--- config.mk ---
export PLATFORM = sky130hd
export DESIGN_NAME = logic_gate_pipe
export DESIGN_NICKNAME = d
export VERILOG_FILES = /design/src/rtl/logic_gate_pipe.sv
export SDC_FILE = /design/constraint.sdc
export NUM_CORES = 1
export LEC_CHECK = 0
export ABC_CLOCK_PERIOD_IN_PS = 4400
export BUFFER_PORTS_ARGS = -buffer_cell sky130_fd_sc_hd__buf_2
export CORE_UTILIZATION = 60
export DETAILED_ROUTE_END_ITERATION = 16
export PLACE_DENSITY_LB_ADDON = 0.08
export RECOVER_POWER = 25
export SLEW_MARGIN = 5
export SYNTH_ARGS = -nofsm -noshare
export SYNTH_HDL_FRONTEND = slang
export SYNTH_SLANG_ARGS = --single-unit
--- constraint.sdc ---
create_clock -name clk -period 4.4 [get_ports clk]
set_input_delay 0.44 -clock clk [delete_from_list [all_inputs] [get_ports clk]]
set_output_delay 0.44 -clock clk [all_outputs]
set_load 0.01 [all_outputs]
--- src/rtl/logic_gate_pipe.sv ---
// ============================================================================
// Module      : logic_gate_pipe
// Description : Two-stage pipelined WIDTH-bit bitwise gate unit with valid/ready
//               handshakes and a wrapping completed-result counter.
//               Optional reduction flags on out_red when LGP_REDUCE_EN is defined.
// Revision    : 1.0 - initial release
// ============================================================================
`default_nettype none

module logic_gate_pipe #(
    parameter int WIDTH = 8,
    parameter int CNT_W = 16
) (
    input  logic             clk,
    input  logic             rst,
    input  logic             in_valid,
    output logic             in_ready,
    input  logic [WIDTH-1:0] in_a,
    input  logic [WIDTH-1:0] in_b,
    input  logic [2:0]       in_op,
    output logic             out_valid,
    input  logic             out_ready,
    output logic [WIDTH-1:0] out_y,
    output logic [2:0]       out_op,
`ifdef LGP_REDUCE_EN
    output logic [2:0]       out_red,
`endif
    output logic [CNT_W-1:0] done_cnt
);

    localparam logic [CNT_W-1:0] C_CNT_ONE = CNT_W'(1);

    localparam logic [2:0] C_OP_AND  = 3'd0;
    localparam logic [2:0] C_OP_OR   = 3'd1;
    localparam logic [2:0] C_OP_XOR  = 3'd2;
    localparam logic [2:0] C_OP_NAND = 3'd3;
    localparam logic [2:0] C_OP_NOR  = 3'd4;
    localparam logic [2:0] C_OP_XNOR = 3'd5;
    localparam logic [2:0] C_OP_NOTA = 3'd6;

    logic             s1_valid_q, s1_valid_d;
    logic [WIDTH-1:0] s1_a_q, s1_a_d;
    logic [WIDTH-1:0] s1_b_q, s1_b_d;
    logic [2:0]       s1_op_q, s1_op_d;

    logic             s2_valid_q, s2_valid_d;
    logic [WIDTH-1:0] s2_y_q, s2_y_d;
    logic [2:0]       s2_op_q, s2_op_d;
    logic [CNT_W-1:0] cnt_q, cnt_d;

    logic             w_adv1;
    logic             w_adv2;
    logic             w_in_fire;
    logic             w_out_fire;
    logic             w_s1_move;
    logic [WIDTH-1:0] w_y;

    // A full S2 frees only when the sink takes it; an empty S2 always frees.
    assign w_adv2     = !s2_valid_q || out_ready;
    assign w_adv1     = !s1_valid_q || w_adv2;
    assign w_in_fire  = in_valid && w_adv1;
    assign w_out_fire = s2_valid_q && out_ready;
    assign w_s1_move  = s1_valid_q && w_adv2;

    always_comb begin
        w_y = s1_a_q;
        case (s1_op_q)
            C_OP_AND:  w_y = s1_a_q & s1_b_q;
            C_OP_OR:   w_y = s1_a_q | s1_b_q;
            C_OP_XOR:  w_y = s1_a_q ^ s1_b_q;
            C_OP_NAND: w_y = ~(s1_a_q & s1_b_q);
            C_OP_NOR:  w_y = ~(s1_a_q | s1_b_q);
            C_OP_XNOR: w_y = ~(s1_a_q ^ s1_b_q);
            C_OP_NOTA: w_y = ~s1_a_q;
            default:   w_y = s1_a_q;
        endcase
    end

    always_comb begin
        s1_valid_d = s1_valid_q;
        s1_a_d     = s1_a_q;
        s1_b_d     = s1_b_q;
        s1_op_d    = s1_op_q;
        s2_valid_d = s2_valid_q;
        s2_y_d     = s2_y_q;
        s2_op_d    = s2_op_q;
        cnt_d      = cnt_q;

        if (w_adv1) begin
            s1_valid_d = in_valid;
        end
        if (w_in_fire) begin
            s1_a_d  = in_a;
            s1_b_d  = in_b;
            s1_op_d = in_op;
        end
        if (w_adv2) begin
            s2_valid_d = s1_valid_q;
        end
        if (w_s1_move) begin
            s2_y_d  = w_y;
            s2_op_d = s1_op_q;
        end
        if (w_out_fire) begin
            cnt_d = cnt_q + C_CNT_ONE;
        end
    end

    always_ff @(posedge clk or posedge rst) begin
        if (rst) begin
            s1_valid_q <= 1'b0;
            s1_a_q     <= '0;
            s1_b_q     <= '0;
            s1_op_q    <= '0;
            s2_valid_q <= 1'b0;
            s2_y_q     <= '0;
            s2_op_q    <= '0;
            cnt_q      <= '0;
        end else begin
            s1_valid_q <= s1_valid_d;
            s1_a_q     <= s1_a_d;
            s1_b_q     <= s1_b_d;
            s1_op_q    <= s1_op_d;
            s2_valid_q <= s2_valid_d;
            s2_y_q     <= s2_y_d;
            s2_op_q    <= s2_op_d;
            cnt_q      <= cnt_d;
        end
    end

`ifdef LGP_REDUCE_EN
    logic [2:0] red_q, red_d;

    // Flags follow the same load enable as out_y so stalls hold them too.
    always_comb begin
        red_d = red_q;
        if (w_s1_move) begin
            red_d = {^w_y, |w_y, &w_y};
        end
    end

    always_ff @(posedge clk or posedge rst) begin
        if (rst) begin
            red_q <= '0;
        end else begin
            red_q <= red_d;
        end
    end

    assign out_red = red_q;
`endif

    assign in_ready  = w_adv1;
    assign out_valid = s2_valid_q;
    assign out_y     = s2_y_q;
    assign out_op    = s2_op_q;
    assign done_cnt  = cnt_q;

endmodule

`default_nettype wire
==> impl_metrics.ini <==
[logic_synthesis]
yosysTopAreaCellShare_pct = 44.04
async_flop_share_pct = 100.0
syn-num-nets = 302
synthFlopType = dfrtp_1
syn_inst = 262
netlist_area_um2 = 2728
synth_area_leaders = dfrtp_1, ha_1, mux2_2, nand2_1, xnor2_1
synth_edf_count = 0
yosysSeqAreaShare_pct = 44.04
ys_types = 49
yosysTopAreaCell = dfrtp_1
ys_ff_latch = 48
synth_area_per_cell_um2 = 10.41
ys_warn_count = 0

[placement]
place.gp.congestion = 0.8294
placed_cell_area_um2 = 2982
place_hpwl_um = 3464
placedCellCount = 353
portBuffers = 51

[clock_network]
htree_levels = 2
cts_setup_buffers = 0
tritoncts = built
cts_resized = 0
numCtsBuffers = 5
clk_pin_slew_worst_paths_ps = 90
cts.sinks = 48
clk_latency_ps = 310
cts_hold_buf = 0
cts-root-buf = clkbuf_8
clockBufferDepth = 2

[sta]
max_freq_mhz = 497.1
rsz0062_at_grt = false
post-route-period-util_pct = 45.72
final_max_slew_viol_count = 49
worst_pin_slew_ps = 1766
finalCriticalPeriod_ps = 2012
tns_ps = 0
setup_viol = 0
finalClockSkew_ps = 7.397
relSlewSlack_pct = -17.90
hold_viol = 0

[pwr]
pwr-share-comb_pct = 30.0
p_per_area_nw_per_um2 = 422.8
p_sw_share_pct = 35.08
intPower_mw = 0.8441
power_frac_clock_pct = 21.5
ir_drop_mv = 0.3197
pwr-share-seq_pct = 48.5
leakage_nw = 1.507
switching_power_mw = 0.4561

[critical_path]
crit_path_max_fanout = 36
endpoint = out_y[3]
critPathKind = reg2reg
cp-start-kind = flip-flop
crit_arrival_ps = 2220
cp.required_ps = 4610
rr_worst_depth = 3
crit_start = s1_op_q[0]
reg2reg_from = s1_op_q[0]
cp-end-kind = flip-flop
regToRegSetupSlack_ps = 2390
worst_r2r_endpoint = out_y[3]

[global_route]
antenna_found_initial = 0
track_usage_pct = 22.39
overflow = 0
grt_max_degree = 49
grt_first_pass_wirelength_um = 8645
grt_pass1_vias = 1930

[floorplan]
io_pins = 52
die_w_um = 69.43
die_h_um = 69.43
core_um2 = 4354
num_rows = 24
initial_core_util_pct = 62.64
dieArea_um2 = 4820

[cells_and_area]
mostFrequentLayoutCells = buf_2, dfrtp_1, nand2_1
drive_above_1_share_pct = 27.18
nNetsFinal = 348
area_delta_synth_final_pct = 12.75
stdcell_area_um2 = 3075
layout_commonest_cell = buf_2
antenna_cells = 0
finalNonFillerCells = 361

[drt]
wirelength_um = 4988
routed-via-count = 2014
first_pass_iters = 4
ant_nets = 0
drt_iter0_drc = 118
drc_errors = 0
wl_per_cell_um = 13.82
vias_per_cell = 5.579

[status]
status = finished, violations left
violations = max-capacitance violations, max-slew violations

[job]
maxCapViolCount = 1

[hold_path]
hold_path_class = in2reg
==> per-layer routing <==
| metal | track usage (%) | vias up | wire, um |
|---|---|---|---|
| li1 | - | 1017 | - |
| met1 | 30.61 | 943 | 2473 |
| met2 | 35.06 | 48 | 2241 |
| met3 | 5.378 | 6 | 205 |
| met4 | 7.483 | 0 | 67 |
| met5 | 0 | - | 0 |
==> worst min-delay path by stage <==
stage | startpoint | endpoint | slack [ps] | cells past startpoint
floorplan | s1_b_q[1] | s1_b_q[1] | 490 | 1
global placement | out_op[1] | out_op[1] | 460 | 2
detailed placement | out_op[2] | out_op[2] | 460 | 2
CTS | in_b[5] | s1_b_q[5] | 330 | 2
global route | in_b[5] | s1_b_q[5] | 340 | 2
finish | in_b[5] | s1_b_q[5] | 340 | 2
==> cells in the mapped netlist (all sizes together) (2+ instances only) <==
cell	instances
ha	17
xor2	5
nor2	11
inv	22
mux2	20
o311ai	3
buf	9
nand2	28
nand4	2
or3	3
nand3	6
o31ai	3
a31oi	4
a211oi	4
and4	2
a221oi	5
dfrtp	48
nand2b	12
o221a	3
a32oi	3
o211ai	3
clkbuf	3
a21oi	7
nor3	2
and3	3
a311oi	4
xnor2	10
nor2b	4
o21ai	5
==> critical path, cell delays in order, from the launching register on <==
cell and delay (ps):
dfrtp_1 1040, nand3_2 350, or3_1 390, o221a_2 130
==> power groups by stage <==
stage          registers (mW)  logic [mW]  clock network, mW
2_1_floorplan           0.630       0.277                  0
3_3_place_gp            0.635       0.383                  0
3_5_place_dp            0.638       0.392                  0
4_1_cts                 0.630       0.396              0.287
5_1_grt                 0.648       0.448              0.300
6_report                0.630       0.390              0.280
==> through the flow <==
stage	hold slack, ps	setup WS [ps]	util (%)	total power, mW
after global routing	342.7	2212	70.63	1.396
final	336.4	2388	70.63	1.300
after global placement	455.8	2504	68.48	1.018
after detailed placement	459.1	2456	68.48	1.030
after floorplan	491.0	2816	-	0.9069
after CTS	333.8	2428	70.69	1.312
==> area by class of cell <==
class	count	area, um^2
Fill cell	334	1279
Inverter	22	82.58
Clock inverter	2	13.76
Tap cell	52	65.06
Timing Repair Buffer	51	255.2
Multi-Input combinational cell	180	1375
Clock buffer	6	82.58
Sequential cell	48	1201
==> logic make-up (layout without fill, tap and decap cells) <==
family                   after synthesis  after routing  synth area share, %
adder cells (fa/ha/maj)               17             17                7.798
AO/OA/AOI/OAI                         47             47                13.12
XOR/XNOR                              15             15                4.816
multiplexers                          21             21                8.624
flip-flops                            48             48                44.04
buffers and inverters                 34             81                5.459
AND/OR/NAND/NOR                       80             80                16.15
==> registers in the layout, indices dropped and copies added (netlist names) <==
register and count:
s1_b_q 8, out_valid 1, done_cnt 16, out_op 3, out_y 8, s1_a_q 8, s1_valid_q 1, s1_op_q 3
No activity file was read; power rests on OpenSTA's default activity.
